### src/rtl/cpu_dbg_pkg.sv
// Debug-controller shared types: run-control FSM encoding and the
// control-unit fetch state code shared with the control unit and display.
package cpu_dbg_pkg;

  typedef enum logic [2:0] {
    IDLE     = 3'd0,
    RUN      = 3'd1,
    STEP_CYC = 3'd2,
    STEP_INS = 3'd3,
    BREAK    = 3'd4
  } dbg_state_e;

  localparam logic [3:0] FETCH_STATE = 4'd0;

endpackage

### src/rtl/dbg_event_counter.sv
// Wrapping event counter with synchronous clear; clear beats increment.
module dbg_event_counter #(
  parameter int CNT_W = 32
) (
  input  logic             clk,
  input  logic             rst,
  input  logic             inc,
  input  logic             clr,
  output logic [CNT_W-1:0] cnt
);

  always_ff @(posedge clk or negedge rst) begin
    if (!rst)
      cnt <= '0;
    else if (clr)
      cnt <= '0;
    else if (inc)
      cnt <= cnt + 1'b1;
  end

endmodule

### src/rtl/cpu_run_controller.sv
// Run/step/breakpoint sequencer producing the datapath clock-enable,
// plus cycle and retired-instruction counters for the debug display.
module cpu_run_controller
  import cpu_dbg_pkg::*;
#(
  parameter int                 ADDR_W      = 32,
  parameter int                 STATE_W     = 4,
  parameter logic [STATE_W-1:0] FETCH_STATE = cpu_dbg_pkg::FETCH_STATE,
  parameter int                 CNT_W       = 32,
  parameter int                 MAX_STEP    = 8
) (
  input  logic               clk,
  input  logic               rst,
  input  logic               cont,
  input  logic               step,
  input  logic               step_mode,
  input  logic               bp_en,
  input  logic [ADDR_W-1:0]  bp_addr,
  input  logic [ADDR_W-1:0]  pc,
  input  logic [STATE_W-1:0] cpu_state,
  input  logic               cnt_clr,
  output logic               cpu_ce,
  output logic               running,
  output logic               bp_halt,
  output logic [CNT_W-1:0]   cycle_cnt,
  output logic [CNT_W-1:0]   instr_cnt
);

  localparam int SC_W = $clog2(MAX_STEP + 1);
  localparam logic [SC_W-1:0] STEP_LIM = SC_W'(MAX_STEP);

  dbg_state_e      state_q;
  dbg_state_e      state_d;
  logic            step_q;
  logic            bp_skip;
  logic [SC_W-1:0] step_cnt;
  logic            step_edge;
  logic            is_fetch;
  logic            bp_hit;
  logic            brk_entry;

  assign step_edge = step & ~step_q;
  assign is_fetch  = (cpu_state == FETCH_STATE);
  assign bp_hit    = bp_en & is_fetch & (pc == bp_addr) & ~bp_skip;
  assign brk_entry = (state_d == BREAK) && (state_q != BREAK);

  always_comb begin
    state_d = state_q;
    cpu_ce  = 1'b0;
    unique case (state_q)
      IDLE: begin
        if (cont)
          state_d = RUN;
        else if (step_edge)
          state_d = step_mode ? STEP_INS : STEP_CYC;
      end
      RUN: begin
        cpu_ce = ~bp_hit;
        if (bp_hit)
          state_d = BREAK;
        else if (!cont)
          state_d = IDLE;
      end
      STEP_CYC: begin
        cpu_ce  = 1'b1;
        state_d = IDLE;
      end
      STEP_INS: begin
        // first cycle always runs, even when it is itself the fetch
        if (step_cnt == '0)
          cpu_ce = 1'b1;
        else if (is_fetch || step_cnt == STEP_LIM)
          state_d = IDLE;
        else
          cpu_ce = 1'b1;
      end
      BREAK: begin
        if (!cont)
          state_d = IDLE;
        else if (step_edge)
          state_d = step_mode ? STEP_INS : STEP_CYC;
      end
      default: state_d = IDLE;
    endcase
  end

  always_ff @(posedge clk or negedge rst) begin
    if (!rst) begin
      state_q  <= IDLE;
      step_q   <= 1'b0;
      bp_skip  <= 1'b0;
      step_cnt <= '0;
    end else begin
      state_q <= state_d;
      step_q  <= step;
      if (brk_entry)
        bp_skip <= 1'b1;
      else if (cpu_ce && is_fetch)
        bp_skip <= 1'b0;
      if (state_d == STEP_INS && state_q != STEP_INS)
        step_cnt <= '0;
      else if (state_q == STEP_INS)
        step_cnt <= step_cnt + 1'b1;
    end
  end

  assign running = (state_q == RUN) ||
                   (state_q == STEP_CYC) ||
                   (state_q == STEP_INS);
  assign bp_halt = (state_q == BREAK);

  dbg_event_counter #(.CNT_W(CNT_W)) u_cycle_cnt (
    .clk (clk),
    .rst (rst),
    .inc (cpu_ce),
    .clr (cnt_clr),
    .cnt (cycle_cnt)
  );

  dbg_event_counter #(.CNT_W(CNT_W)) u_instr_cnt (
    .clk (clk),
    .rst (rst),
    .inc (cpu_ce & is_fetch),
    .clr (cnt_clr),
    .cnt (instr_cnt)
  );

endmodule

### config.mk
export PLATFORM = sky130hd
export DESIGN_NAME = cpu_run_controller
export DESIGN_NICKNAME = d
export VERILOG_FILES = /design/src/rtl/cpu_dbg_pkg.sv /design/src/rtl/dbg_event_counter.sv /design/src/rtl/cpu_run_controller.sv
export SDC_FILE = /design/constraint.sdc
export NUM_CORES = 1
export LEC_CHECK = 0
export ABC_AREA = 1
export CAP_MARGIN = 40
export CORE_UTILIZATION = 38
export DETAILED_ROUTE_END_ITERATION = 8
export GPL_ROUTABILITY_DRIVEN = 0
export HOLD_SLACK_MARGIN = 0.15
export SETUP_SLACK_MARGIN = 0.3
export SYNTH_ARGS = -nofsm -noshare
export SYNTH_HDL_FRONTEND = slang
export SYNTH_SLANG_ARGS = --single-unit
### constraint.sdc
create_clock -name clk -period 5.1 [get_ports clk]
set_clock_uncertainty 0.15 [all_clocks]
set_input_delay 0.765 -clock clk [delete_from_list [all_inputs] [get_ports clk]]
set_output_delay 0.765 -clock clk [all_outputs]
set_load 0.03 [all_outputs]
# ---- Word-level counts from Yosys, hierarchy flattened
# Cells that the tools add are included.
dict set report op_classes {
  n_addsub 3
  n_eq_ne 10
  muxes 20
  n_bitwise 8
  reduce_logical 13
}
# op count
set ops {}
lappend ops {{32-bit two-way mux} 4}
lappend ops {{32-bit by 1-bit adder with 32-bit output (second input constant)} 2}
lappend ops {{32-bit == test} 1}
lappend ops {{3-bit two-way mux} 7}
lappend ops {{3-bit one-hot mux with 4 select lines} 1}
lappend ops {{3-bit by 2-bit == test with 1-bit output (second input constant)} 3}
lappend ops {{4-bit logical NOT} 2}
lappend ops {{4-bit two-way mux} 2}
lappend ops {{2-bit nonzero test} 4}
lappend ops {{3-bit == test (second input constant)} 2}
lappend ops {{1-bit bitwise AND} 5}
lappend ops {{1-bit two-way mux} 5}
lappend ops {{4-bit by 1-bit adder with 4-bit output (second input constant)} 1}
lappend ops {{4-bit == test (second input constant)} 1}
lappend ops {{3-bit by 1-bit == test with 1-bit output (second input constant)} 1}
lappend ops {{1-bit logical AND} 3}
lappend ops {{3-bit logical NOT} 1}
lappend ops {{1-bit logical OR} 3}
lappend ops {{3-bit by 2-bit != test with 1-bit output (second input constant)} 1}
lappend ops {{3-bit != test (second input constant)} 1}
lappend ops {{1-bit inverter} 3}
lappend ops {{1-bit one-hot mux with 3 select lines} 1}
dict set report totals {
  reg_bits 73
  in_bits 75
  out_inout_bits 67
  word_cells 60
}

# ---- Depth between registers and ports, before layout
# Gate-level depths: netlist (run 1).
dict set report depth {
  ltp_word 9
  depth_mapped 16
}

# ---- Modules after synthesis
# From an unflattened synthesis (run 1), not the netlist that was laid out.
dict set report hier_totals {
  cells_unflattened 810
  area_unflattened_um2 5168.7
}
# module n_inst cells_per_inst area_per_inst_um2 seq_area_each_um2
set modules_own_cells {}
lappend modules_own_cells {dbg_event_counter 2 273 1889.3 800.8}
lappend modules_own_cells {cpu_run_controller 1 264 1390.1 225.2}

# ---- Worst setup path after synthesis (run 1)
# No wires, ideal clock.
dict set report synth_timing {
  path_kind {input -> output}
  from {input port cpu_state[0]}
  to {output port cpu_ce}
  t_arrival_ps 1885
  required_time_ps 4185
  setup_slack_ps 2300
  cell_stages 12
  n_path_buf 2
  path_cell_list {inv_1 -> nand2_2 -> nor2_8 -> nand2_1 -> nor2_1 -> nand2_1 -> nor2_1 -> nand3_1 -> nand2_1 -> nand2_2 -> buf_6 -> buf_6}
}
dict set report synth_via {
  elab_chain_len 6
  elab_cells_between_ends 9
  cone_classes {3 x mux; 4 x bitwise; 2 x reduce/logical}
}
# element line
set synth_lines {}
lappend synth_lines {{start, declared} cpu_run_controller.sv:20} ;# input logic [STATE_W-1:0] cpu_state,
lappend synth_lines {{4-bit logical NOT (*)} cpu_run_controller.sv:43} ;# assign is_fetch = (cpu_state == FETCH_STATE);
lappend synth_lines {{1-bit bitwise AND (3 in series)} cpu_run_controller.sv:44} ;# assign bp_hit = bp_en & is_fetch & (pc == bp_addr) & ~bp_skip;
lappend synth_lines {{1-bit inverter} cpu_run_controller.sv:58} ;# cpu_ce = ~bp_hit;
lappend synth_lines {{1-bit one-hot mux with 3 select lines (*)} cpu_run_controller.sv:50} ;# unique case (state_q)
lappend synth_lines {{end, declared} cpu_run_controller.sv:22} ;# output logic cpu_ce,
# Mark *: on every way between the ends. The rest lies on a longest branch, timed or not.

# ---- Worst setup path after layout (run 1)
dict set report layout_timing {
  from {input port cpu_state[1]}
  to {output port cpu_ce}
}
# Same word-level chain as after synthesis.

==> flow_summary_export.csv, run 1 <==
group,metric,value,unit
timing,tightestPinTransition,749,ps
worst_setup_path,cpLargestDelayFamily,"buffers and inverters",
cts,cts_hold_buf,0,
cts,clkSinkCount,73,
worst_setup_path,critical_path.max_stage_delay,610,ps
synth,yosysUniqueCellTypes,30,
floorplan,rows,43,
worst_setup_path,worst-setup-path-type,"in -> out",
floorplan,dieArea,15200,um2
cts,cts_buffer_depth,2,
timing,hold_viol_final,0,
flow_run,maxCapViolCount,0,
worst_setup_path,crit_arrival,2770,ps
floorplan,boundaryPins,142,
place,portBuffers,141,
synth,ys.flop_type,"dfrtp_1",
power_and_ir_drop,power.density,248,nW/um2
worst_setup_path,crit_top_cell,"nand2_1",
timing,rsz0062_at_grt,"false",
synth,ys_warn_count,0,
layout,final_nets,1073,
worst_setup_path,end_kind,"primary output",
routing,avgRoutedWirePerCell,13.8,um
timing,setup-tns-final,0,ps
synth,ys_seq_area_share,32.7,%
synth,synth_edf_count,0,
global_route,gr-total-overflow,0,
worst_setup_path,regToRegStartpoint,"step_cnt[0]",
synth,netlist_instances,860,
run_status,status,"finished, final reports clean",
timing,post-route-period-util,72.2,%
worst_setup_path,crit_path_start_kind,"input pin",
layout,syn_to_final_growth,33.3,%
timing,period_minus_slack,3680,ps
timing,fmax,272,MHz
worst_setup_path,cp.depth,12,
worst_setup_path,worstSetupStartpoint,"cpu_state[1]",
power_and_ir_drop,peakVddDrop,183,uV
cts,cts_tree,"yes",
routing,dr.first_iter.drc_count,348,
worst_setup_path,endpoint,"cpu_ce",
routing,vias_per_cell,4.90,
worst_setup_path,reg2reg_depth,13,
cts,htreeDepth,3,
timing,slew_violations,0,
synth,async_reset_ff_share,100,%
synth,ys_ff_latch,73,
routing,routed_wl,16.3,mm
cts,clockRootBuffer,"clkbuf_16",
global_route,grt_first_pass_wirelength,27.2,mm
worst_setup_path,rrSetupSlack,2250,ps
worst_setup_path,cp.required,4180,ps
synth,syn_area,5580,um2
timing,relSlewSlack,49.9,%
power_and_ir_drop,p_leak,3.44,nW
synth,synth.avg_cell_area,6.49,um2
routing,vias,5782,
layout,drive_above_1_share,4.00,%
synth,synth_fp_nets,939,
worst_setup_path,crit_chain,"clkdlybuf4s50_1 > inv_1 > nand2_2 > nor2_8 > nand2_1 > nor2_1 > nand2_1 > nor2_1 > nand3_1 > nand2_1 > nand2_2 > clkdlybuf4s50_1",
routing,first_pass_iters,5,
cts,clkSlewWorstSetupHoldPaths,60,ps
worst_setup_path,cp_max_fo,9,
place,dpl.hpwl,12.3,mm
floorplan,dieHeight,123,um
cts,postCtsSetupRepairBufs,0,
worst_setup_path,critPathBufInv,3,
global_route,grt_max_degree,40,
timing,hold_ws,218,ps
layout,diodes,0,
global_route,grt_pass1_vias,5533,
global_route,gr-usage-all-layers,23.0,%
routing,route.detailed.drc,0,
worst_setup_path,cpMaxStageDelayCell,"clkdlybuf4s50_1",
worst_setup_path,r2r_end,"u_instr_cnt.cnt[28]",
cts,insertion_delay,350,ps
global_route,antenna_found_initial,0,
timing,finalSetupViolations,0,
routing,drtAntennaViolNets,0,
cts,cts-resized-gates,0,
floorplan,core_area,14100,um2
floorplan,fp.dieW,123,um
hold_path,hold_class,"in -> async",
floorplan,start_util,39.6,%
cts,cts_buffers,9,
==> worst register-to-register path: stages (launching register included) <==
cell and delay [ps]:
dfrtp_1 410, inv_1 90, ha_1 150, inv_1 50
o21ai_0 130, nand2_1 60, a21oi_1 220, nor2_1 100
nand2_2 120, buf_4 410, nand2_4 370, nand2_4 360
nand2_1 110, nand2_1 70
==> synthesized netlist by cell type, types with 5 or more instances <==
library cell | n | area share, %
buf_1 | 6 | 0.40
or2_2 | 10 | 1.1
dfrtp_1 | 73 | 33
clkbuf_1 | 5 | 0.34
xor2_1 | 31 | 4.9
buf_4 | 6 | 0.81
nor2_1 | 118 | 7.9
o21ai_0 | 9 | 0.81
nand4_1 | 26 | 2.9
nand3_1 | 76 | 6.8
inv_1 | 86 | 5.8
nor3_1 | 26 | 2.3
nor4_1 | 8 | 0.90
xnor2_1 | 31 | 4.9
buf_6 | 5 | 1.0
nand3b_1 | 18 | 2.4
a21oi_1 | 8 | 0.72
nand2_1 | 295 | 20
==> per-stage QoR <==
step           area (um2)  power [mW]  std cells  setup WS (ps)  util (%)
2_1_floorplan        5580        1.01        860           2300         -
5_1_grt              7440        1.94       1179           1210      52.8
6_report             7440        1.84       1179           1420      52.8
4_1_cts              7440        1.87       1179           1350      52.8
3_5_place_dp         7120        1.16       1163           1350      50.5
3_3_place_gp         7100        1.16       1162           1360      50.4
==> worst min path at each step <==
stage / start / to / slack, ps / depth (start not counted)
2_1_floorplan: bp_skip / bp_skip / 300 / 2
3_3_place_gp: bp_skip / bp_skip / 320 / 2
3_5_place_dp: bp_skip / bp_skip / 330 / 2
4_1_cts: rst / u_cycle_cnt.cnt[8] / 230 / 1
5_1_grt: rst / u_cycle_cnt.cnt[8] / 250 / 1
6_report: rst / u_cycle_cnt.cnt[8] / 220 / 1
==> cell usage in the layout (no fill, tap or decap) <==
master | netlist | final
nand2_1 | 295 | 295
clkdlybuf4s50_1 | 0 | 140
nor2_1 | 118 | 118
inv_1 | 86 | 86
nand3_1 | 76 | 76
dfrtp_1 | 73 | 73
xor2_1 | 31 | 31
xnor2_1 | 31 | 31
nand4_1 | 26 | 26
nor3_1 | 26 | 26
nand3b_1 | 18 | 18
or2_2 | 10 | 10
o21ai_0 | 9 | 9
clkbuf_16 | 0 | 9
a21oi_1 | 8 | 8
nor4_1 | 8 | 8
buf_4 | 6 | 5
ha_1 | 4 | 4
nand2_2 | 3 | 3
o21ai_1 | 3 | 3
inv_2 | 2 | 2
nor3b_1 | 2 | 2
and3_1 | 2 | 2
nand2_4 | 2 | 2
bufinv_16 | 0 | 2
clkbuf_1 | 5 | 2
nor2_8 | 1 | 1
nor2_2 | 1 | 1
a211o_1 | 1 | 1
nor2_4 | 1 | 1
clkbuf_8 | 0 | 1
clkinvlp_4 | 0 | 1
clkinv_4 | 0 | 1
buf_12 | 0 | 1
==> cell families after synthesis <==
kind of cell,Yosys count,share of synthesized area (%)
AO/OA/AOI/OAI,21,1.95
XOR/XNOR,62,9.72
adder cells (fa/ha/maj),4,0.896
buffers and inverters,111,8.56
flip-flops,73,32.7
AND/OR/NAND/NOR,589,46.2
==> where the power goes <==
part	switching, mW	internal (mW)
combinational	0.340	0.173
clock	0.253	0.443
sequential	0.0298	0.605
==> routing by layer <==
layer / track usage [%] / share of wire, % / up-vias
li1: - / - / 2994
met1: 29.9 / 47 / 2630
met2: 38.3 / 47 / 134
met3: 4.84 / 4.0 / 24
met4: 6.93 / 1.7 / 0
met5: 0 / 0 / -
==> area by class of cell <==
type / instances / area (um2)
fill: 1428 / 6650
multi-input combinational: 676 / 3280
sequential: 73 / 1830
timing repair buffer: 146 / 1460
inverter: 88 / 330
clock buffer: 12 / 246
tap: 180 / 225
clock inverter: 4 / 76.3
==> sequential cells by signal (all words and copies together) (netlist names) <==
register / count
u_cycle_cnt.cnt: 32
step_cnt: 4
bp_skip: 1
state_q: 3
u_instr_cnt.cnt: 32
step_q: 1
(Power assumes the default switching activity.)
==> run 2, diff against run 1 <==
clock period = 3.6 ns   (was 5.1 ns; I/O delays follow)
==> run 2 against run 1 <==
  * Clock-buffer cell count down 3
  * Non-clock buffer count increased by 4
  * Via count grew 0.42%
  * Largest power group unchanged
==> flow_summary_export.csv, run 2 (synthesized netlist as in run 1, its figures left out) <==
group,metric,value,unit
run_status,status,"finished, final reports clean",
timing,finalSetupViolations,0,
power_and_ir_drop,power.switching,0.910,mW
timing,relSlewSlack,54.1,%
worst_setup_path,cp_max_fo,10,
timing,slew_violations,0,
worst_setup_path,crit_top_cell,"nand2_1",
floorplan,rows,43,
cts,cts_buffers,9,
worst_setup_path,cpMaxStageDelayCell,"clkdlybuf4s50_1",
cts,clockRootBuffer,"clkbuf_16",
routing,first_pass_iters,5,
power_and_ir_drop,cellInternalPower,1.72,mW
layout,diodes,0,
place,dp.cells,1166,
power_and_ir_drop,power,2.63,mW
floorplan,dieArea,15200,um2
timing,hold_viol_final,0,
place,dp_slack,531,ps
floorplan,core_area,14100,um2
cts,htreeDepth,3,
worst_setup_path,crit_chain,"clkdlybuf4s50_1 > inv_1 > nand2_2 > nor2_8 > nand2_1 > nor2_1 > nand2_1 > nor2_1 > nand3_1 > nand2_1 > nand2_2 > buf_4",
power_and_ir_drop,power_frac_comb,27.7,%
cts,clkSlewWorstSetupHoldPaths,60,ps
worst_setup_path,cp.required,2910,ps
routing,routed_wl,16.5,mm
floorplan,dieHeight,123,um
cts,clkSinkCount,73,
cts,cts_tree,"yes",
place,dpl.hpwl,12.6,mm
routing,route.detailed.drc,0,
global_route,gr-usage-all-layers,23.1,%
power_and_ir_drop,peakVddDrop,215,uV
timing,setup_ws,621,ps
global_route,met1_usage,29.6,%
floorplan,fp.dieW,123,um
routing,drtAntennaViolNets,0,
routing,vias_per_cell,4.91,
timing,fmax,336,MHz
routing,vias,5806,
global_route,grtUsageMet3,4.52,%
timing,setup-tns-final,0,ps
cts,insertion_delay,350,ps
layout,utilization,53.0,%
place,portBuffers,141,
layout,syn_to_final_growth,33.9,%
place,place_area,7140,um2
worst_setup_path,crit_path_start_kind,"input pin",
layout,reg_top3,"u_cycle_cnt.cnt x32, u_instr_cnt.cnt x32, step_cnt x4",
layout,final_cell_mix,"nand2_1, clkdlybuf4s50_1, nor2_1, inv_1, nand3_1",
layout,drive_above_1_share,4.59,%
timing,rsz0062_at_grt,"false",
timing,tightestPinTransition,688,ps
global_route,antenna_found_initial,0,
power_and_ir_drop,power.density,351,nW/um2
worst_setup_path,critical_path.max_stage_delay,400,ps
layout,fin_area,7480,um2
floorplan,boundaryPins,142,
power_and_ir_drop,power.share.clock,38.1,%
global_route,gr-total-overflow,0,
global_route,grt_max_degree,38,
global_route,grt_use_met2,38.7,%
worst_setup_path,worst-setup-path-type,"in -> out",
timing,post-route-period-util,82.7,%
hold_path,hold_class,"reg -> reg",
timing,hold_ws,342,ps
layout,final_common_cell,"nand2_1",
flow_run,maxCapViolCount,0,
power_and_ir_drop,sw_frac_of_total,34.6,%
worst_setup_path,crit_arrival,2290,ps
power_and_ir_drop,p_leak,3.46,nW
routing,avgRoutedWirePerCell,14.0,um
layout,stdcell_count,1183,
global_route,grt_first_pass_wirelength,27.0,mm
layout,final_nets,1077,
cts,postCtsSetupRepairBufs,0,
routing,dr.first_iter.drc_count,471,
global_route,grt_pass1_vias,5448,
cts,cts_buffer_depth,2,
floorplan,start_util,39.6,%
global_route,grt-busiest-layer,"met2",
power_and_ir_drop,p_seq_share,34.2,%
timing,period_minus_slack,2980,ps
worst_setup_path,end_kind,"primary output",
## run 2: final timing paths
check | startpoint | to | slack, ps | depth (start not counted)
min | bp_skip | bp_skip | 340 | 2
min reg2reg | bp_skip | bp_skip | 340 | 2
max reg2reg | step_cnt[0] | u_instr_cnt.cnt[20] | 1220 | 12
max in group asynchronous | rst | u_instr_cnt.cnt[14] | 2160 | 3
max | cpu_state[0] | cpu_ce | 620 | 12
min in group asynchronous | rst | u_cycle_cnt.cnt[31] | 550 | 2
## run 2: final cells by class
class | count | area (um2)
multi-input combinational | 676 | 3280
tap | 180 | 225
sequential | 73 | 1830
clock buffer | 9 | 225
inverter | 88 | 330
fill | 1463 | 6620
timing repair buffer | 150 | 1490
clock inverter | 7 | 101
## run 2: layer usage
metal | up-vias | wire, um
li1 | 2995 | -
met1 | 2638 | 7530
met3 | 25 | 742
met5 | - | 0
met2 | 148 | 7940
met4 | 0 | 312
## run 2: power groups by stage
stage / clock network [mW] / registers [mW] / logic [mW]
floorplan: 0 / 0.925 / 0.500
global placement: 0 / 0.914 / 0.725
detailed placement: 0 / 0.913 / 0.735
CTS: 1.02 / 0.898 / 0.738
global route: 1.06 / 0.905 / 0.812
finish: 1.00 / 0.898 / 0.728
## run 2: timing repair
item | in CTS | in global routing
setup endpoints to repair | 0 | 0
resized for setup | 0 | 0
endpoints found under the hold margin | 36 | 0
hold buffers | 1 | 0
## run 2: worst max-delay path: cells and delay by family
family	cells	cell delay, ps
buf+inv	3	720
simple gates	9	1010
